[src/rtl/rotary_quad_decoder.sv]
`default_nettype none
// ============================================================================
// Module   : rotary_quad_decoder
// Purpose  : Input conditioning for a rotary quadrature encoder. The raw
//            rotA/rotB pins are synchronised and debounced. One full
//            quadrature detent cycle is then decoded into a single-cycle
//            CW or CCW step pulse. The block also keeps a wrapping position
//            count and pulses err on illegal (two-bit) transitions.
// Ports    : clk       - system clock, rising edge
//            rst       - asynchronous reset, active-high
//            rotA      - raw encoder channel A (asynchronous to clk)
//            rotB      - raw encoder channel B (asynchronous to clk)
//            step_cw   - 1-cycle pulse, one complete CW detent decoded
//            step_ccw  - 1-cycle pulse, one complete CCW detent decoded
//            pos       - detent position, modulo 2**POS_W
//            err       - 1-cycle pulse, both filtered channels changed at once
// Revision : 1.0 - initial release
// ============================================================================
module rotary_quad_decoder #(
    parameter int DB_CYCLES = 1,   // stable cycles required before filt may change
    parameter int DB_W      = 4,   // debounce counter width, 2**DB_W > DB_CYCLES
    parameter int POS_W     = 8    // position counter width
) (
    input  logic             clk,
    input  logic             rst,
    input  logic             rotA,
    input  logic             rotB,
    output logic             step_cw,
    output logic             step_ccw,
    output logic [POS_W-1:0] pos,
    output logic             err
);

    typedef enum logic [2:0] {
        IDLE = 3'd0,
        CW1  = 3'd1,
        CW2  = 3'd2,
        CW3  = 3'd3,
        CCW1 = 3'd4,
        CCW2 = 3'd5,
        CCW3 = 3'd6,
        WAIT = 3'd7
    } state_t;

    localparam logic [DB_W-1:0] c_DB_LAST = DB_W'(DB_CYCLES - 1);

    // Bit 1 carries channel A, bit 0 carries channel B throughout.
    logic [1:0]      w_raw;
    logic [1:0]      r_s1;
    logic [1:0]      r_s2;
    logic [1:0]      r_filt;
    logic [DB_W-1:0] r_cnt [2];

    // Filtered value seen on the previous cycle; used to spot two-bit jumps.
    logic [1:0]      r_ab_prev;

    state_t          r_state;
    state_t          w_state_nxt;
    logic            w_step_cw;
    logic            w_step_ccw;
    logic            w_err;

    assign w_raw = {rotA, rotB};

    // ------------------------------------------------------------------
    // Two-flop synchroniser followed by a per-channel stability counter.
    // The counter only runs while the synchronised input disagrees with
    // the filtered value; any agreement restarts the stability window.
    // ------------------------------------------------------------------
    always_ff @(posedge clk or posedge rst) begin
        if (rst) begin
            r_s1   <= '0;
            r_s2   <= '0;
            r_filt <= '0;
            for (int i = 0; i < 2; i++) begin
                r_cnt[i] <= '0;
            end
        end else begin
            r_s1 <= w_raw;
            r_s2 <= r_s1;
            for (int i = 0; i < 2; i++) begin
                if (r_s2[i] == r_filt[i]) begin
                    r_cnt[i] <= '0;
                end else if (r_cnt[i] == c_DB_LAST) begin
                    r_filt[i] <= r_s2[i];
                    r_cnt[i]  <= '0;
                end else begin
                    r_cnt[i] <= r_cnt[i] + DB_W'(1);
                end
            end
        end
    end

    // ------------------------------------------------------------------
    // Quadrature FSM: state register, previous-value tracker and the
    // registered step/err/pos outputs.
    // ------------------------------------------------------------------
    always_ff @(posedge clk or posedge rst) begin
        if (rst) begin
            r_state   <= IDLE;
            r_ab_prev <= 2'b00;
            step_cw   <= 1'b0;
            step_ccw  <= 1'b0;
            err       <= 1'b0;
            pos       <= '0;
        end else begin
            r_state   <= w_state_nxt;
            r_ab_prev <= r_filt;
            step_cw   <= w_step_cw;
            step_ccw  <= w_step_ccw;
            err       <= w_err;
            if (w_step_cw) begin
                pos <= pos + POS_W'(1);
            end else if (w_step_ccw) begin
                pos <= pos - POS_W'(1);
            end
        end
    end

    always_comb begin
        w_state_nxt = r_state;
        w_step_cw   = 1'b0;
        w_step_ccw  = 1'b0;
        w_err       = 1'b0;

        if (r_state == WAIT) begin
            // Recovery only happens once both filtered channels are back at 00.
            if (r_filt == 2'b00) begin
                w_state_nxt = IDLE;
            end
        end else if (r_filt != r_ab_prev) begin
            if ((r_filt ^ r_ab_prev) == 2'b11) begin
                w_err       = 1'b1;
                w_state_nxt = (r_filt == 2'b00) ? IDLE : WAIT;
            end else begin
                case (r_state)
                    IDLE: begin
                        if (r_filt == 2'b10) begin
                            w_state_nxt = CW1;
                        end else if (r_filt == 2'b01) begin
                            w_state_nxt = CCW1;
                        end
                    end
                    CW1: begin
                        if (r_filt == 2'b11) begin
                            w_state_nxt = CW2;
                        end else if (r_filt == 2'b00) begin
                            w_state_nxt = IDLE;
                        end
                    end
                    CW2: begin
                        if (r_filt == 2'b01) begin
                            w_state_nxt = CW3;
                        end else if (r_filt == 2'b10) begin
                            w_state_nxt = CW1;
                        end
                    end
                    CW3: begin
                        if (r_filt == 2'b00) begin
                            w_state_nxt = IDLE;
                            w_step_cw   = 1'b1;
                        end else if (r_filt == 2'b11) begin
                            w_state_nxt = CW2;
                        end
                    end
                    CCW1: begin
                        if (r_filt == 2'b11) begin
                            w_state_nxt = CCW2;
                        end else if (r_filt == 2'b00) begin
                            w_state_nxt = IDLE;
                        end
                    end
                    CCW2: begin
                        if (r_filt == 2'b10) begin
                            w_state_nxt = CCW3;
                        end else if (r_filt == 2'b01) begin
                            w_state_nxt = CCW1;
                        end
                    end
                    CCW3: begin
                        if (r_filt == 2'b00) begin
                            w_state_nxt = IDLE;
                            w_step_ccw  = 1'b1;
                        end else if (r_filt == 2'b11) begin
                            w_state_nxt = CCW2;
                        end
                    end
                    default: begin
                        w_state_nxt = IDLE;
                    end
                endcase
            end
        end
    end

endmodule
`default_nettype wire
[config.mk]
export PLATFORM = sky130hd
export DESIGN_NAME = rotary_quad_decoder
export DESIGN_NICKNAME = d
export VERILOG_FILES = /design/src/rtl/rotary_quad_decoder.sv
export SDC_FILE = /design/constraint.sdc
export NUM_CORES = 1
export LEC_CHECK = 0
export ABC_AREA = 0
export CAP_MARGIN = 30
export CORE_ASPECT_RATIO = 2
export CORE_UTILIZATION = 58
export CTS_CLUSTER_SIZE = 20
export DETAILED_ROUTE_END_ITERATION = 16
export GPL_TIMING_DRIVEN = 1
export PLACE_DENSITY = 0.84
export SYNTH_ARGS = -nofsm -noshare
export SYNTH_HDL_FRONTEND = slang
export SYNTH_SLANG_ARGS = --single-unit
[constraint.sdc]
create_clock -name clk -period 7.2 [get_ports clk]
set_input_delay 1.08 -clock clk [delete_from_list [all_inputs] [get_ports clk]]
set_output_delay 1.08 -clock clk [all_outputs]
set_load 0.02 [all_outputs]
# Yosys cells after proc, flatten, opt, wreduce, memory -nomap -nowiden
# Index checks and enable logic that the tools add are counted.
[classes] n_addsub=4 n_eq_ne=17 muxes=35 bitwise_logic=3 n_reduce_logical=9
[op_table] operator="3-bit 2-to-1 mux" n=16
[op_table] operator="3-bit case mux with 7 select lines" n=1
[op_table] operator="4-bit 2-to-1 mux" n=4
[op_table] operator="8-bit 2-to-1 mux" n=2
[op_table] operator="5-bit inequality test, second input constant" n=3
[op_table] operator="3-bit equality test, second input constant" n=4
[op_table] operator="1-bit 2-to-1 mux" n=12
[op_table] operator="4-bit by 1-bit adder with 4-bit output, second input constant" n=2
[op_table] operator="8-bit by 1-bit adder with 8-bit output, second input constant" n=1
[op_table] operator="4-bit zero test" n=2
[op_table] operator="8-bit by 1-bit subtractor with 8-bit output, second input constant" n=1
[op_table] operator="2-bit equality test, second input constant" n=3
[op_table] operator="3-bit by 2-bit equality test with 1-bit output, second input constant" n=2
[op_table] operator="2-bit AND reduction" n=2
[op_table] operator="4-bit AND reduction" n=1
[op_table] operator="2-bit nonzero test" n=2
[op_table] operator="3-bit by 1-bit equality test with 1-bit output, second input constant" n=1
[op_table] operator="3-bit zero test" n=1
[op_table] operator="1-bit equality test" n=2
[op_table] operator="2-bit by 1-bit equality test with 1-bit output, second input constant" n=1
[op_table] operator="2-bit zero test" n=1
[op_table] operator="2-bit inequality test" n=1
[op_table] operator="1-bit NOT" n=2
[op_table] operator="2-bit bitwise XOR" n=1
[totals] register_bits=30 inputBits=4 out_inout_bits=11 wordCells=80

# Longest topological paths before layout
# Gate-level depths: netlist (run 1).
[depth] ltp_word=8 ltp_mapped=10 mapped_depth_nobuf=10

# Worst setup path before layout (run 1)
# OpenSTA, ideal clock, no wires.
[synth_timing] path_type="register to register" startpoint="register r_filt[1]" endpoint="register pos[7]" setup_time_ps=80 arrival_ps=2555 t_required_ps=7120 path_slack_ps=4565 stages_incl_launch_ff=11 n_path_buf=0 synth_period_minus_slack_ps=2635 cell_sequence="dfrtp_1 xor2_2 xnor2_1 nor4b_4 inv_1 ha_1 a211oi_1 o21ai_0 a31oi_1 mux2i_1 xnor2_1"
[synth_via] elab_chain_cells=7 word_cells_on_any_way=15 cone_classes="eq/ne (2); mux (10); bitwise (1); reduce/logical (2)"
[synth_lines] item="from (decl)" line_no="51" text="logic [1:0] r_filt;"
[synth_lines] item="from (signal, indexed assignment)" line_no="85" text="r_filt[i] <= r_s2[i];"
[synth_lines] item="2-bit zero test" line_no="159" text="if (r_filt == 2'b00) begin"
[synth_lines] item="1-bit 2-to-1 mux" line_no="159"
[synth_lines] item="1-bit 2-to-1 mux" line_no="136" text="case (r_state)"
[synth_lines] item="1-bit 2-to-1 mux" line_no="132" text="if ((r_filt ^ r_ab_prev) == 2'b11) begin"
[synth_lines] item="1-bit 2-to-1 mux (*)" line_no="131" text="end else if (r_filt != r_ab_prev) begin"
[synth_lines] item="1-bit 2-to-1 mux (*)" line_no="126" text="if (r_state == WAIT) begin"
[synth_lines] item="net w_step_cw" line_no="59" text="logic w_step_cw;"
[synth_lines] item="8-bit 2-to-1 mux or 2-bit nonzero test (tied branches)"
[synth_lines] item="to (signal assigned)" line_no="113" text="pos <= pos + POS_W'(1);"
[synth_lines] item="to (signal assigned)" line_no="115" text="pos <= pos - POS_W'(1);"
[synth_lines] item="to (decl)" line_no="30" text="output logic [POS_W-1:0] pos,"
# The timed path passes the listed nets; every way through them passes the cells marked *.
# A chain may end at the register's enable or synchronous reset.

# Worst setup path after layout (run 1)
# Same ends and word-level chain as after synthesis.

==> results of run 1 <==
synth_stat cells (all sizes together):
| master | count | area share [%] |
|---|---|---|
| ha | 15 | 11 |
| a31oi | 2 | 0.72 |
| nand3b | 1 | 0.43 |
| a32oi | 1 | 0.50 |
| xnor2 | 7 | 3.5 |
| fa | 1 | 1.1 |
| xor2 | 8 | 4.9 |
| a211oi | 1 | 0.43 |
| mux2i | 2 | 1.1 |
| a21o | 3 | 1.3 |
| a21oi | 10 | 2.9 |
| nand4b | 1 | 0.50 |
| mux2 | 4 | 2.6 |
| o21bai | 2 | 0.86 |
| o221ai | 1 | 0.50 |
| nand3 | 6 | 1.7 |
| a21boi | 1 | 0.43 |
| and3 | 1 | 0.36 |
| dfrtp | 30 | 43 |
| nor2 | 9 | 1.9 |
| a211o | 1 | 0.50 |
| nor3 | 4 | 1.1 |
| a221oi | 1 | 0.50 |
| nor2b | 4 | 1.4 |
| o211ai | 2 | 0.86 |
| nand2b | 5 | 1.8 |
| o311ai | 1 | 0.50 |
| and2 | 1 | 0.36 |
| inv | 13 | 2.8 |
| o21ai | 14 | 4.0 |
| nor3b | 3 | 1.3 |
| buf | 3 | 0.86 |
| nor4b | 1 | 1.4 |
| clkbuf | 1 | 0.21 |
| nand2 | 13 | 2.8 |
worst max-delay path, cell delays in order, from the launching register on:
cell	delay, ns
dfrtp_1	0.47
xor2_2	0.33
xnor2_1	0.19
nor4b_4	0.32
inv_1	0.21
ha_1	0.33
a211oi_1	0.31
o21ai_0	0.15
a31oi_1	0.22
mux2i_1	0.24
xnor2_1	0.15
how the worst max path moves through the flow:
| stage | startpoint | to | slack (ns) | cells after the start |
|---|---|---|---|---|
| 6_report | r_filt[1] | pos[7] | 4.19 | 10 |
| 5_1_grt | r_filt[1] | pos[7] | 3.92 | 10 |
| 4_1_cts | r_filt[1] | pos[7] | 4.18 | 10 |
| 3_5_place_dp | r_filt[1] | pos[7] | 4.24 | 10 |
| 3_3_place_gp | r_filt[1] | pos[7] | 4.36 | 10 |
| 2_1_floorplan | r_filt[1] | pos[7] | 4.57 | 10 |
per-stage QoR:
step,cells,setup WS [ns],power (W),utilization [%]
2_1_floorplan,173,4.57,0.000496,-
3_3_place_gp,212,4.36,0.000582,67.9
3_5_place_dp,213,4.24,0.000598,68.9
4_1_cts,221,4.18,0.000737,72.1
5_1_grt,221,3.92,0.000782,72.1
6_report,221,4.19,0.000734,72.1
layer usage:
layer / up-vias / share of wire (%) / global-route usage, %
met5: - / 0 / 0
met4: 0 / 2.5 / 10.0
met3: 8 / 2.3 / 6.13
met2: 28 / 61 / 49.5
met1: 649 / 35 / 25.3
li1: 629 / - / -
registers in the layout (all words and copies together) (netlist names):
| signal | cells |
|---|---|
| r_s1 | 2 |
| r_filt | 2 |
| step_cw | 1 |
| r_cnt | 8 |
| step_ccw | 1 |
| r_ab_prev | 2 |
| err | 1 |
| pos | 8 |
| r_state | 3 |
| r_s2 | 2 |
report_power, final:
group          internal, W  total [W]  switching, W
combinational     0.000162   0.000338      0.000176
clock            0.0000769   0.000137     0.0000600
sequential        0.000202   0.000259     0.0000577
cells by family after synthesis:
kind of cell	Yosys count	share of synthesized area [%]
buf+inv	17	3.87
fa+ha+maj	16	11.9
simple gates	49	15.1
mux	6	3.73
flops	30	43.0
compound gates	40	14.0
xor+xnor	15	8.39
final cells by class:
cell class / count / area [sq um]
repair buffers: 15 / 168
fillers: 211 / 782
well taps: 29 / 36.3
clock inverters: 1 / 5.00
multi-input cells: 126 / 927
flip-flops and latches: 30 / 751
inverters: 13 / 48.8
clock buffers: 7 / 86.3
==> flow_summary_export.csv, run 1 <==
group,metric,value,unit
status,status,"finished, final reports clean",
floorplanning,dieArea,3250,sq um
clocking,cts_tree,"built",
setup_path,cp_max_fo,8,
timing,rsz0062_at_grt,"false",
setup_path,startpoint_type,"flop",
placement,hpwl,2790,um
logic_synthesis,syn_area_per_cell,10.1,sq um
timing,finalCriticalPeriod,3.01,ns
clocking,cts.sinks,30,
layout,final_cell_mix,"dfrtp_1 (30), ha_1 (15), clkdlybuf4s50_1 (14)",
setup_path,reg2reg_slack,4.19,ns
power,p_per_area,363,nW/um^2
floorplanning,start_util,62.2,%
global_routing,grt_pass1_vias,1374,
clocking,clock_latency,0.28,ns
detailed_routing,antenna_left,0,
timing,hold_violations,0,
global_routing,overflow,0,
setup_path,end_kind,"flop",
clocking,clk_path_buf_depth,2,
clocking,cts_max_level,2,
logic_synthesis,ys_types,37,
clocking,cts_resized,0,
global_routing,grt_pass1_wl,6030,um
detailed_routing,postRouteWirelength,3540,um
clocking,root_buffer,"clkbuf_8",
detailed_routing,drcViolationCount,0,
job,cap_violations,0,
layout,fin_nets,211,
logic_synthesis,ys_seq_area_share,43.0,%
setup_path,critPathKind,"flop to flop",
clocking,postCtsHoldBufs,0,
logic_synthesis,yosys_warnings,0,
setup_path,worstPathRequired,7.39,ns
placement,port_buffers,14,
worst_hold_path,holdCritPathClass,"flop to flop",
timing,setup_violations,0,
timing,setup_tns,0,ns
layout,drive_gt1_share,7.81,%
detailed_routing,drtPass1Iterations,4,
detailed_routing,viasPerCell,5.95,
setup_path,r2r_start,"r_filt[1]",
clocking,cts_buffers,5,
layout,syn_to_final_growth,15.8,%
placement,post_dp_cell_area,1930,sq um
setup_path,r2r_end,"pos[7]",
worst_hold_path,worstHoldEndpoint,"r_s2[1]",
floorplanning,fp.dieH,79.6,um
timing,finalCritPeriodShare,41.8,%
clocking,clk_pin_slew_worst_paths,0.06,ns
global_routing,track_usage,26.9,%
timing,slew_viol_final,0,
logic_synthesis,syn_nets,193,
power,ir_drop,235,uV
detailed_routing,wire_per_inst,16.0,um
floorplanning,coreArea,2800,sq um
logic_synthesis,netlist_instances,173,
clocking,cts_setup_buffers,0,
worst_hold_path,holdPathStages,0,
layout,design_area,2020,sq um
detailed_routing,drtIter0Drc,36,
power,leakage,0.901,nW
floorplanning,floorplan.rows,27,
logic_synthesis,synth_seq_cells,30,
timing,worst_pin_slew,0.541,ns
global_routing,antenna_found_initial,0,
placement,gp_congestion,0.909,
global_routing,grt_max_degree,27,
layout,diodes,0,
detailed_routing,dr_total_vias,1314,
timing,fin_hold_ws,0.358,ns
timing,fmax,0.332,GHz
timing,slew_headroom,63.7,%
layout,layout_commonest_cell,"dfrtp_1",
logic_synthesis,netlist_area,1750,sq um
worst_hold_path,hold_start,"r_s1[1]",
setup_path,arrival,3.20,ns
timing,skew,0.00282,ns
floorplanning,num_io_pins,15,
setup_path,worstRegToRegCells,10,
floorplanning,die_x,40.8,um
Note: power is estimated with default switching activity, not from simulation.
==> run 2, diff against run 1 <==
--- a/config.mk
+++ b/config.mk
@@ -8,11 +8,11 @@
 export ABC_AREA = 0
 export CAP_MARGIN = 30
 export CORE_ASPECT_RATIO = 2
-export CORE_UTILIZATION = 58
+export CORE_UTILIZATION = 51
 export CTS_CLUSTER_SIZE = 20
 export DETAILED_ROUTE_END_ITERATION = 16
 export GPL_TIMING_DRIVEN = 1
-export PLACE_DENSITY = 0.84
+export PLACE_DENSITY = 0.79
 export SYNTH_ARGS = -nofsm -noshare
 export SYNTH_HDL_FRONTEND = slang
 export SYNTH_SLANG_ARGS = --single-unit
==> constraint.sdc (replaced) <==
create_clock -name clk -period 2.61 [get_ports clk]
set_input_delay 0.3915 -clock clk [delete_from_list [all_inputs] [get_ports clk]]
set_output_delay 0.3915 -clock clk [all_outputs]
set_load 0.02 [all_outputs]
==> run 2 against run 1 <==
Total power rose to 3.1 times the previous value. Via count up 7.2%. Clock power rose to 3.0 times the previous value. First-iteration DRC count down 47%. Final cell count up 7.7%. Sequential power rose to 2.6 times the previous value. Maximum frequency up 16%. Combinational power rose to 3.6 times the previous value. Die area up 13%. Count of clock-buffer cells in the layout down 1. Flip-flop and latch count unchanged. Critical path type unchanged. Highest routed layer unchanged.
==> flow_summary_export.csv, run 2 (synthesis results as in run 1) <==
group,metric,value,unit
setup_path,worstSetupStartpoint,"r_filt[1]",
power,p_per_area,1040,nW/um^2
clocking,clk_pin_slew_worst_paths,0.07,ns
global_routing,antenna_found_initial,0,
placement,hpwl,2860,um
timing,skew,0.00692,ns
timing,slew_viol_final,0,
clocking,clock_latency,0.29,ns
timing,worst_pin_slew,0.395,ns
clocking,cts_buffers,5,
placement,post_dp_cell_area,2030,sq um
setup_path,worstRegToRegCells,11,
clocking,cts_max_level,2,
timing,finalCritPeriodShare,99.6,%
layout,largestRegisters,"pos (8), r_cnt (8), r_state (3)",
setup_path,endpoint,"pos[7]",
floorplanning,num_io_pins,15,
setup_path,arrival,2.82,ns
detailed_routing,postRouteWirelength,4120,um
clocking,postCtsHoldBufs,0,
job,cap_violations,0,
floorplanning,start_util,54.0,%
setup_path,end_kind,"flop",
setup_path,reg2reg_slack,0.01,ns
layout,layout_commonest_cell,"dfrtp_1",
worst_hold_path,hold_start,"r_s1[0]",
setup_path,r2r_end,"pos[7]",
status,status,"finished, final reports clean",
floorplanning,fp.dieH,84.7,um
timing,setup_violations,0,
layout,design_area,2220,sq um
setup_path,cpPeakStageDelay,0.42,ns
layout,diodes,0,
floorplanning,floorplan.rows,29,
setup_path,startpoint_type,"flop",
detailed_routing,drtIter0Drc,19,
timing,fin_hold_ws,0.354,ns
detailed_routing,dr_total_vias,1409,
detailed_routing,wire_per_inst,17.3,um
layout,final_cell_mix,"dfrtp_1 (30), clkdlybuf4s50_1 (14), buf_4 (14)",
layout,syn_to_final_growth,27.2,%
floorplanning,dieArea,3670,sq um
global_routing,track_usage,25.0,%
timing,setup_ws,0.0104,ns
timing,slew_headroom,73.5,%
clocking,root_buffer,"clkbuf_8",
worst_hold_path,holdCritPathClass,"flop to flop",
setup_path,crit_path_cell_trace,"xor2_2, xnor2_2, nor4b_4, inv_2, buf_6, ha_1, o21ai_2, nand2b_1, a31oi_2, mux2i_1, xnor2_1",
detailed_routing,antenna_left,0,
layout,drive_gt1_share,22.2,%
layout,fill_cells,233,
floorplanning,die_x,43.4,um
power,leakage,0.981,nW
floorplanning,coreArea,3230,sq um
clocking,clk_path_buf_depth,2,
placement,gp_congestion,0.815,
global_routing,grt_pass1_wl,6690,um
placement,port_buffers,14,
layout,fin_nets,226,
detailed_routing,drcViolationCount,0,
timing,finalCriticalPeriod,2.60,ns
layout,fin_util,68.8,%
setup_path,critPathKind,"flop to flop",
global_routing,grt_max_degree,31,
setup_path,r2r_start,"r_filt[1]",
detailed_routing,drtPass1Iterations,4,
setup_path,cp_max_fo,5,
timing,rsz0062_at_grt,"true",
clocking,cts_tree,"built",
timing,hold_violations,0,
global_routing,grt_pass1_vias,1475,
power,ir_drop,795,uV
setup_path,cp_slowest_cell,"dfrtp_1",
placement,place_ws,-0.0664,ns
timing,fmax,0.385,GHz
setup_path,worstPathRequired,2.83,ns
global_routing,overflow,0,
clocking,cts.sinks,30,
detailed_routing,viasPerCell,5.92,
-- run 2: repair_timing --
item                                    4_1_cts  5_1_grt
pin swaps                                     2        9
resized for setup                             3       20
buffers inserted                              0        1
endpoints found under the setup margin        1        2
hold endpoints to repair                      0        0
-- run 2: worst min-delay path by stage --
stage | to | depth (start not counted)
6_report | r_s2[0] | 0
4_1_cts | r_s2[1] | 0
3_3_place_gp | r_s2[0] | 0
3_5_place_dp | r_s2[1] | 0
2_1_floorplan | r_s2[0] | 0
5_1_grt | r_s2[1] | 0
-- run 2: cell type report --
class	count	area (sq um)	share of cell area, %
tap	31	38.8	1.75
timing repair buffer	30	268	12.1
multi-input combinational	126	1020	45.9
inverter	13	48.8	2.20
sequential	30	751	33.8
clock inverter	2	12.5	0.563
clock buffer	6	82.6	3.72
-- run 2: critical path: cells and delay by family (launching register included) --
| kind | cells | cell delay, ns |
|---|---|---|
| AO/OA/AOI/OAI | 2 | 0.24 |
| XOR/XNOR | 3 | 0.53 |
| adder cells (fa/ha/maj) | 1 | 0.33 |
| buffers and inverters | 2 | 0.31 |
| flip-flops | 1 | 0.42 |
| multiplexers | 1 | 0.26 |
| AND/OR/NAND/NOR | 2 | 0.44 |
-- run 2: report_power, final --
| group | internal (W) | switching [W] | total, W |
|---|---|---|---|
| Clock | 0.000212 | 0.000197 | 0.000408 |
| Sequential | 0.000556 | 0.000109 | 0.000666 |
| Combinational | 0.000597 | 0.000635 | 0.00123 |
-- run 2: metal layers --
| metal | routed length, um | vias to the layer above | track usage (%) |
|---|---|---|---|
| met4 | 123 | 0 | 14.2 |
| met1 | 1500 | 694 | 24.8 |
| met2 | 2370 | 39 | 45.5 |
| met5 | 0 | - | 0 |
| met3 | 129 | 13 | 4.95 |
| li1 | - | 663 | - |
-- run 2: metrics by stage --
step                total power (W)  instances  setup TNS [ns]
finish                      0.00231        238               0
global route                0.00244        238          -0.175
CTS                         0.00216        238               0
detailed placement          0.00172        230         -0.0664
global placement            0.00169        230               0
floorplan                   0.00137        173               0
==> run 3, diff against run 2 <==
--- a/config.mk
+++ b/config.mk
@@ -8,6 +8,7 @@
 export ABC_AREA = 0
 export CAP_MARGIN = 30
 export CORE_ASPECT_RATIO = 2
+export CORE_MARGIN = 4
 export CORE_UTILIZATION = 51
 export CTS_CLUSTER_SIZE = 20
 export DETAILED_ROUTE_END_ITERATION = 16
==> run 3 against run 2 <==
Count of clock-buffer cells in the layout unchanged. Via count down 0.21%. Hold slack improved by 0.0012 ns. Total power shrank 4.2%. Clock skew up 0.0043 ns. Global-route usage decreased by 5.5 points. Critical endpoint unchanged. Highest routed layer unchanged.
==> flow_summary_export.csv, run 3 (synthesis results as in run 1) <==
group,metric,value,unit
global_routing,grt.busiest_layer,"met2",
worst_hold_path,worstHoldEndpoint,"r_s2[0]",
power,pwr-share-seq,29.6,%
global_routing,grt_pass1_wl,6680,um
detailed_routing,antenna_left,0,
global_routing,antenna_found_initial,0,
placement,gp_congestion,0.807,
clocking,cts.sinks,30,
power,p_sw,0.000868,W
timing,finalCriticalPeriod,2.47,ns
timing,setup_violations,0,
detailed_routing,wire_per_inst,15.6,um
setup_path,r2r_start,"r_filt[0]",
worst_hold_path,holdPathStages,0,
timing,setup_tns,0,ns
timing,slew_viol_final,0,
global_routing,grt_pass1_vias,1433,
floorplanning,fp.dieH,90.7,um
clocking,root_buffer,"clkbuf_8",
layout,diodes,0,
floorplanning,num_io_pins,15,
power,clkPwrFrac,17.7,%
global_routing,grtUsageMet2,35.4,%
worst_hold_path,hold_start,"r_s1[0]",
setup_path,critPathKind,"flop to flop",
timing,slew_headroom,73.8,%
setup_path,end_kind,"flop",
placement,dp_cells,233,
placement,hpwl,2910,um
floorplanning,dieArea,4480,sq um
floorplanning,floorplan.rows,29,
setup_path,startpoint_type,"flop",
clocking,clk_path_buf_depth,2,
layout,final_cell_mix,"dfrtp_1 (30), buf_4 (18), clkdlybuf4s50_1 (14)",
floorplanning,coreArea,3230,sq um
clocking,cts_buffers,5,
job,cap_violations,0,
global_routing,grt_max_degree,31,
global_routing,use_met1,20.7,%
power,p_comb_share,52.7,%
clocking,cts_max_level,2,
setup_path,cp_max_fo,5,
detailed_routing,viasPerCell,5.81,
power,leakage,0.990,nW
power,ir_drop,705,uV
timing,skew,0.0112,ns
timing,hold_violations,0,
worst_hold_path,holdCritPathClass,"flop to flop",
detailed_routing,drcViolationCount,0,
detailed_routing,drtIter0Drc,22,
detailed_routing,postRouteWirelength,3780,um
placement,post_dp_cell_area,2050,sq um
power,internal_power,0.00134,W
detailed_routing,dr_total_vias,1406,
layout,largestRegisters,"pos (8), r_cnt (8), r_state (3)",
floorplanning,start_util,54.0,%
timing,setup_ws,0.138,ns
status,status,"finished, final reports clean",
layout,drive_gt1_share,21.8,%
global_routing,track_usage,19.4,%
layout,design_area,2200,sq um
power,p_per_area,1000,nW/um^2
global_routing,use_met3,4.13,%
layout,fin_cells,242,
placement,place_ws,-0.0553,ns
clocking,clk_pin_slew_worst_paths,0.07,ns
setup_path,worstRegToRegCells,11,
floorplanning,die_x,49.4,um
clocking,cts_tree,"built",
detailed_routing,drtPass1Iterations,4,
global_routing,overflow,0,
setup_path,arrival,2.68,ns
clocking,clock_latency,0.29,ns
layout,syn_to_final_growth,26.2,%
placement,port_buffers,14,
timing,fin_hold_ws,0.355,ns
timing,fmax,0.404,GHz
timing,worst_pin_slew,0.390,ns
layout,fin_nets,230,
setup_path,worstPathRequired,2.82,ns
timing,finalCritPeriodShare,94.7,%
power,netSwitchingFraction,39.3,%
setup_path,r2r_end,"pos[7]",
setup_path,reg2reg_slack,0.14,ns
layout,layout_commonest_cell,"dfrtp_1",
[run 3: how the worst max path moves through the flow]
stage              start     end  slack [ns]  cells past startpoint
2_1_floorplan  r_filt[0]  pos[7]        0.02                     10
3_3_place_gp   r_filt[0]  pos[7]        0.06                     10
3_5_place_dp   r_filt[0]  pos[7]       -0.06                     10
4_1_cts        r_filt[0]  pos[7]        0.02                     11
5_1_grt        r_filt[0]  pos[6]      -0.006                     12
6_report       r_filt[0]  pos[7]        0.14                     11
[run 3: final cells by class]
cell class                      count  area, sq um
Clock inverter                      2         12.5
Timing Repair Buffer               34          298
Multi-Input combinational cell    126          972
Clock buffer                        6         82.6
Inverter                           13         48.8
Sequential cell                    30          751
Fill cell                         248         1030
Tap cell                           31         38.8
[run 3: metrics by stage]
stage / power, W / util [%]
CTS: 0.00216 / 66.5
global route: 0.00238 / 68.2
finish: 0.00221 / 68.2
global placement: 0.00172 / 63.4
floorplan: 0.00137 / -
detailed placement: 0.00174 / 63.4
[run 3: what timing repair did]
action / CTS / global route
buffers inserted: 0 / 1
pin swaps: 2 / 8
cloned: 0 / 0
hold buffers: 0 / 0
hold endpoints to repair: 0 / 0
gates resized for setup: 2 / 14
setup endpoints to repair: 1 / 3
[run 3: critical path, cell delays in order (launching register included)]
cell	delay (ns)
dfrtp_1	0.42
xor2_2	0.18
xnor2_2	0.18
nor4b_4	0.27
inv_2	0.12
buf_4	0.15
ha_1	0.29
o21ai_1	0.11
o21ai_1	0.10
a31oi_2	0.20
mux2i_1	0.23
xnor2_1	0.14
[run 3: power by group through the flow]
stage	clock (W)	combinational (W)	sequential, W
after global routing	0.000421	0.00129	0.000669
after CTS	0.000400	0.00111	0.000650
final	0.000391	0.00116	0.000653
after global placement	0	0.00106	0.000654
after detailed placement	0	0.00109	0.000654
after floorplan	0	0.000656	0.000712
[run 3: routing by layer]
metal	vias up	part of all wire [%]
met5	-	0
met4	0	1.8
met3	11	3.2
met2	33	58
met1	689	37
li1	673	-
